### src/rtl/piece_queue_gen.sv
// Tetromino spawn queue: LFSR-fed randomiser refilling a DEPTH-slot FIFO, head decoded to a 4x4 bitmap.
// Optional feature macro PIECE_BAG_EN: 7-bag randomiser (no repeats within a bag); undefined = uniform draws.
module piece_queue_gen #(
  parameter int          DEPTH = 3,
  parameter logic [15:0] SEED  = 16'hACE1
) (
  input  logic               clk,
  input  logic               rst,
  input  logic               take,
  output logic               valid,
  output logic [2:0]         piece_id,
  output logic [0:15]        piece_shape,
  output logic [3*DEPTH-1:0] preview_id,
  output logic [2:0]         count
);
  localparam logic [2:0] DEPTH3 = 3'(DEPTH);

  logic [15:0]            r_lfsr;
  logic [DEPTH-1:0][2:0]  r_q;
  logic [2:0]             r_count;
  logic                   r_valid;

  logic                   w_fb;
  logic [2:0]             w_c;
  logic                   w_pop;
  logic                   w_space;
  logic                   w_acc;
  logic [2:0]             w_tail;
  logic [2:0]             w_cnt_nxt;
  logic [DEPTH-1:0][2:0]  w_q_nxt;

  assign w_fb    = r_lfsr[0] ^ r_lfsr[2] ^ r_lfsr[3] ^ r_lfsr[5];
  assign w_c     = r_lfsr[2:0];
  assign w_pop   = take & r_valid;
  assign w_space = (r_count < DEPTH3) | w_pop;
  assign w_tail  = r_count - {2'b0, w_pop};

`ifdef PIECE_BAG_EN
  logic [6:0] r_used;
  logic [6:0] w_used_set;

  assign w_acc      = (w_c != 3'd7) && !r_used[w_c] && w_space;
  assign w_used_set = r_used | (7'd1 << w_c);

  always_ff @(posedge clk) begin
    if (rst)        r_used <= '0;
    else if (w_acc) r_used <= (w_used_set == 7'h7F) ? 7'h00 : w_used_set;
  end
`else
  assign w_acc = (w_c != 3'd7) && w_space;
`endif

  assign w_cnt_nxt = r_count - {2'b0, w_pop} + {2'b0, w_acc};

  // Empty slots always hold 7, so shifting a 7 into the last slot keeps that invariant.
  always_comb begin
    w_q_nxt = r_q;
    if (w_pop) begin
      for (int k = 0; k < DEPTH - 1; k++) w_q_nxt[k] = r_q[k+1];
      w_q_nxt[DEPTH-1] = 3'd7;
    end
    if (w_acc) begin
      for (int k = 0; k < DEPTH; k++)
        if (3'(k) == w_tail) w_q_nxt[k] = w_c;
    end
  end

  always_ff @(posedge clk) begin
    if (rst) begin
      r_lfsr  <= SEED;
      r_q     <= {DEPTH{3'd7}};
      r_count <= 3'd0;
      r_valid <= 1'b0;
    end else begin
      r_lfsr  <= {w_fb, r_lfsr[15:1]};
      r_q     <= w_q_nxt;
      r_count <= w_cnt_nxt;
      r_valid <= (w_cnt_nxt != 3'd0);
    end
  end

  assign valid      = r_valid;
  assign count      = r_count;
  assign piece_id   = r_q[0];
  assign preview_id = r_q;

  // Literal's leftmost bit lands on index 0 (top-left) of the [0:15] vector.
  always_comb begin
    case (piece_id)
      3'd0:    piece_shape = 16'b0100_0100_0100_0100;
      3'd1:    piece_shape = 16'b0000_0111_0100_0000;
      3'd2:    piece_shape = 16'b0000_1110_0010_0000;
      3'd3:    piece_shape = 16'b0000_1100_0110_0000;
      3'd4:    piece_shape = 16'b0000_0110_1100_0000;
      3'd5:    piece_shape = 16'b0000_1110_0100_0000;
      3'd6:    piece_shape = 16'b0000_0110_0110_0000;
      default: piece_shape = 16'b0;
    endcase
  end
endmodule

### config.mk
export PLATFORM = sky130hd
export DESIGN_NAME = piece_queue_gen
export DESIGN_NICKNAME = d
export VERILOG_FILES = /design/src/rtl/piece_queue_gen.sv
export SDC_FILE = /design/constraint.sdc
export NUM_CORES = 1
export LEC_CHECK = 0
export ABC_AREA = 0
export BUFFER_PORTS_ARGS = -buffer_cell sky130_fd_sc_hd__buf_2
export CORE_MARGIN = 5
export CORE_UTILIZATION = 40
export CTS_CLUSTER_SIZE = 16
export DETAILED_ROUTE_END_ITERATION = 10
export PLACE_DENSITY = 0.72
export REMOVE_ABC_BUFFERS = 1
export SETUP_SLACK_MARGIN = 0.3
export SLEW_MARGIN = 20
export SYNTH_ARGS = -nofsm -noshare
export SYNTH_HDL_FRONTEND = slang
export SYNTH_SLANG_ARGS = --single-unit
### constraint.sdc
create_clock -name clk -period 2.5 [get_ports clk]
set_input_delay 0.125 -clock clk [delete_from_list [all_inputs] [get_ports clk]]
set_output_delay 0.125 -clock clk [all_outputs]
set_load 0.05 [all_outputs]
* Word-level counts from Yosys, hierarchy flattened
Cells that the tools add are included.
** Storage, ports and cells
- Flip-flop bits (word level) :: 29
- Latch bits :: 0
- RAM bits :: 0
- Memory bits (read-only) :: 0
- Input port bits :: 3
- Word-level logic and storage cells :: 33
- Memories kept :: 0
** Operators by class
- $add $sub $neg :: 2
- Multipliers :: 0
- Div/mod/pow operators :: 0
- Magnitude comparators :: 1
- Equal/unequal tests :: 9
- Shifts and indexed selects :: 0
- Mux-type cells :: 6
- Bitwise operators :: 5
- Reduce and logical (&&, ||, !) cells :: 4
** Operators by type and width (number)
- case mux 15 bit (7 select lines) :: 1
- 2-to-1 mux 9 bit :: 2
- equality test 3 bit (second input constant) :: 3
- 2-to-1 mux 3 bit :: 3
- equality test 3 x 2 -> 1 bit (second input constant) :: 2
- zero test 3 bit :: 2
- adder 3 x 1 -> 3 bit :: 1
- equality test 1 x 3 -> 1 bit (first input constant) :: 1
- equality test 2 x 3 -> 1 bit (first input constant) :: 1
- equality test 3 x 1 -> 1 bit (second input constant) :: 1
- < comparator 3 x 2 -> 1 bit (second input constant) :: 1
- != test 3 bit (second input constant) :: 1
- nonzero test 3 bit :: 1
- subtractor 3 x 1 -> 3 bit :: 1
- XOR 1 bit :: 3
- bitwise AND 1 bit :: 1
- logical AND 1 bit :: 1
- OR 1 bit :: 1

* Depth between registers and ports, before layout
- Depth after elaboration :: 5
- Mapped depth :: 9

* Least setup slack after synthesis
OpenSTA, ideal clock, no wires.
- Kind :: reg2out
- From :: register r_q, in the netlist piece_id[2]
- To :: output piece_shape[6] (netlist name)
- Data arrival time :: 2504 ps
- Path slack :: -129 ps
- Stages on the path, launching flop included :: 4
- Path through :: dfxtp_1 > clkbuf_1 > nor3_1 > a21oi_1
** Between the ends
- Longest elaborated chain between the ends :: 2
- Elaborated cells between the ends (all ways) :: 8
- Classes of those cells :: eq/ne (6); mux (1); reduce/logical (1)
** Ends and longest elaborated chain
- from (decl) :: line 19 : logic [DEPTH-1:0][2:0] r_q;
- from (signal assigned) :: line 71 : r_q <= {DEPTH{3'd7}};
- from (signal assigned) :: line 76 : r_q <= w_q_nxt;
- equality test 3 bit, or another cell as far along :: line 89 : case (piece_id)
- case mux 15 bit (7 select lines) * :: line 89
- to (decl) :: line 12 : output logic [0:15] piece_shape,
Mark *: on every way between the ends. The rest lies on a longest branch, timed or not.

* Worst setup path in the final report
- From :: register r_valid (netlist: valid)
- To :: register r_q, in the netlist preview_id[5]
** Between the ends
- Longest elaborated chain between the ends :: 5
- Elaborated cells between the ends (all ways) :: 8
- Classes of those cells :: add/sub (1); eq/ne (1); mux (3); bitwise (2); reduce/logical (1)
** Ends and longest elaborated chain
- from (decl) :: line 21 : logic r_valid;
- from (signal assigned) :: line 78 : r_valid <= (w_cnt_nxt != 3'd0);
- bitwise AND 1 bit * :: line 34 : assign w_pop = take & r_valid;
- subtractor 3 x 1 -> 3 bit :: line 36 : assign w_tail = r_count - {2'b0, w_pop};
- equality test 1 x 3 -> 1 bit :: line 64 : if (3'(k) == w_tail) w_q_nxt[k] = w_c;
- 2-to-1 mux 3 bit :: line 64
- 2-to-1 mux 9 bit * :: line 62 : if (w_acc) begin
Marks and branches as above.
A chain may end at the register's enable or synchronous reset.

==> results.json <==
{
  "drive_gt1_frac": 0.309,
  "place.port_buffers": 27,
  "avgSynthCellArea_um2": 9.89,
  "r2r-start": "valid",
  "grt_max_degree": 32,
  "worst_slack_ps": 476,
  "num_rows": 20,
  "cp_common_cell": "ha_1",
  "yosysWarnings": 0,
  "grt-ovfl-total": 0,
  "crit_fanout": 8,
  "crit_type": "flop to flop",
  "initial_core_util": 0.418,
  "ios": 35,
  "post_cts_resized": 0,
  "final_cell_mix": "dfxtp_1, buf_2, nor2b_1, mux2i_1, conb_1",
  "firstDrtPassIters": 4,
  "vias": 917,
  "hold_viol": 0,
  "worstRegToRegCells": 8,
  "rsz0062_at_grt": "no",
  "hp-start": "rst",
  "cts_setup_buffers": 0,
  "synth_area_leaders": "dfxtp_1, mux2i_1, buf_4",
  "maxCapViolCount": 0,
  "cts_buffers": 5,
  "gp_congestion": 0.878,
  "ys_seq_elements": 29,
  "grtUsageTotal": 0.115,
  "clkTransAtPathRegs_ps": 90,
  "wire_per_inst_um": 12.4,
  "cts_htree_levels": 2,
  "drv_slew": 0,
  "antenna_found_initial": 0,
  "setup_viol": 0,
  "cts_tree": "yes",
  "grt_pass1_vias": 818,
  "start_kind": "flop",
  "vias_per_cell": 4.68,
  "cp-startpoint": "valid",
  "worstReg2RegEnd": "preview_id[5]",
  "layout.nets": 158,
  "cts_hold_buf": 0,
  "cp_slowest_cell": "dfxtp_1",
  "root_buffer": "clkbuf_4",
  "die_height_um": 66.5,
  "ctsLongestPathBuffers": 2,
  "critical_path_depth": 8,
  "cp.arrival_ps": 2240,
  "yosys.area.top_type": "dfxtp_1",
  "routed_wirelength_um": 2440,
  "yosysSeqAreaShare": 0.455,
  "drt_iter0_drc": 19,
  "cp.required_ps": 2710,
  "period_needed_ps": 2020,
  "final_common_cell": "dfxtp_1",
  "setup.worst_path.end_class": "flop",
  "synth_top_area_share": 0.455,
  "die_area_mm2": 0.00442,
  "min_period_over_period": 0.809,
  "max_freq_ghz": 0.494,
  "fin_skew_ps": 7.39,
  "syn2layout_area_growth_pct": 16.1,
  "status": "finished clean",
  "cts_sinks": 29,
  "worstPathCellList": "nand2_4 > inv_4 > ha_1 > ha_1 > xnor2_2 > o211ai_4 > or3_1 > mux2i_1",
  "cp-endpoint": "preview_id[5]",
  "synth_cell_type_count": 29,
  "reg2reg_slack_ps": 480,
  "die_w_um": 66.5,
  "core_area_mm2": 0.00305,
  "clk_latency_ps": 330,
  "ant_nets": 0,
  "drc": 0,
  "syn_area_mm2": 0.00128,
  "grt_first_pass_wirelength_um": 3770,
  "syn_inst": 129,
  "pre_cts_ws_ps": 503,
  "cp_num_buf_inv": 1,
  "antenna_cells": 0,
  "hpwl_um": 1840,
  "n_fill_cell": 293,
  "hold_path.class": "input pin to flop",
  "crit_family": "simple AND/OR/NAND/NOR gates",
  "worst_path_largest_cell_delay_ps": 490
}
==> worst min-delay path by stage <==
stage | to | slack, ps | cells after the start
2_1_floorplan | valid | 190 | 1
3_3_place_gp | r_lfsr[5] | 390 | 1
3_5_place_dp | r_lfsr[5] | 400 | 1
4_1_cts | r_lfsr[8] | 220 | 2
5_1_grt | r_lfsr[8] | 230 | 2
6_report | r_lfsr[8] | 240 | 2
==> registers in the layout (all words and copies together) (netlist names) <==
name        count
count           3
piece_id        3
preview_id      6
r_lfsr         16
valid           1
==> per-layer routing <==
layer / vias to the layer above / global-route usage / wire (um)
li1: 459 / - / -
met1: 407 / 0.127 / 1050
met2: 42 / 0.181 / 1080
met3: 9 / 0.0472 / 243
met4: 0 / 0.0736 / 63
met5: - / 0 / 0
==> cells in the mapped netlist (all sizes together) <==
library cell	count
and3	6
a21oi	4
inv	7
ha	4
buf	12
a211oi	6
or3	1
nor2b	10
xor2	3
nor3b	2
dfxtp	29
o211ai	1
clkbuf	6
o21a	1
nor3	6
o21ai	1
mux2i	9
or2	6
xnor2	3
nand2b	1
nand2	2
nor2	5
conb	1
nand3	3
==> cell type report <==
type	count	area (um2)	area share
tap	44	55.1	0.0372
clock inverter	3	65.1	0.0439
inverter	7	28.8	0.0194
timing repair buffer	27	135	0.0912
sequential	29	581	0.392
multi-input combinational	81	579	0.391
clock buffer	5	37.5	0.0253
==> logic make-up (layout without fill, tap and decap cells) <==
kind of cell | Yosys count | in the layout | share of synthesized area
AND/OR/NAND/NOR | 42 | 42 | 0.199
multiplexers | 9 | 9 | 0.0706
AO/OA/AOI/OAI | 13 | 13 | 0.0774
other | 1 | 7 | 0.00294
adder cells (fa/ha/maj) | 4 | 4 | 0.0392
flip-flops | 29 | 29 | 0.455
buffers and inverters | 25 | 42 | 0.109
XOR/XNOR | 6 | 6 | 0.0471
==> per-stage QoR <==
stage          cells  cell area (um2)  TNS, ps  hold slack (ps)  utilization
2_1_floorplan    117             1190    -2650              194            -
3_3_place_gp     188             1380        0              393        0.452
3_5_place_dp     188             1380        0              397        0.452
4_1_cts          196             1480        0              224        0.485
5_1_grt          196             1480        0              233        0.485
6_report         196             1480        0              236        0.485
Power is left out: the tool's default activity adds up to more than one toggle a clock period on the data nets, which glitch-free logic cannot reach.
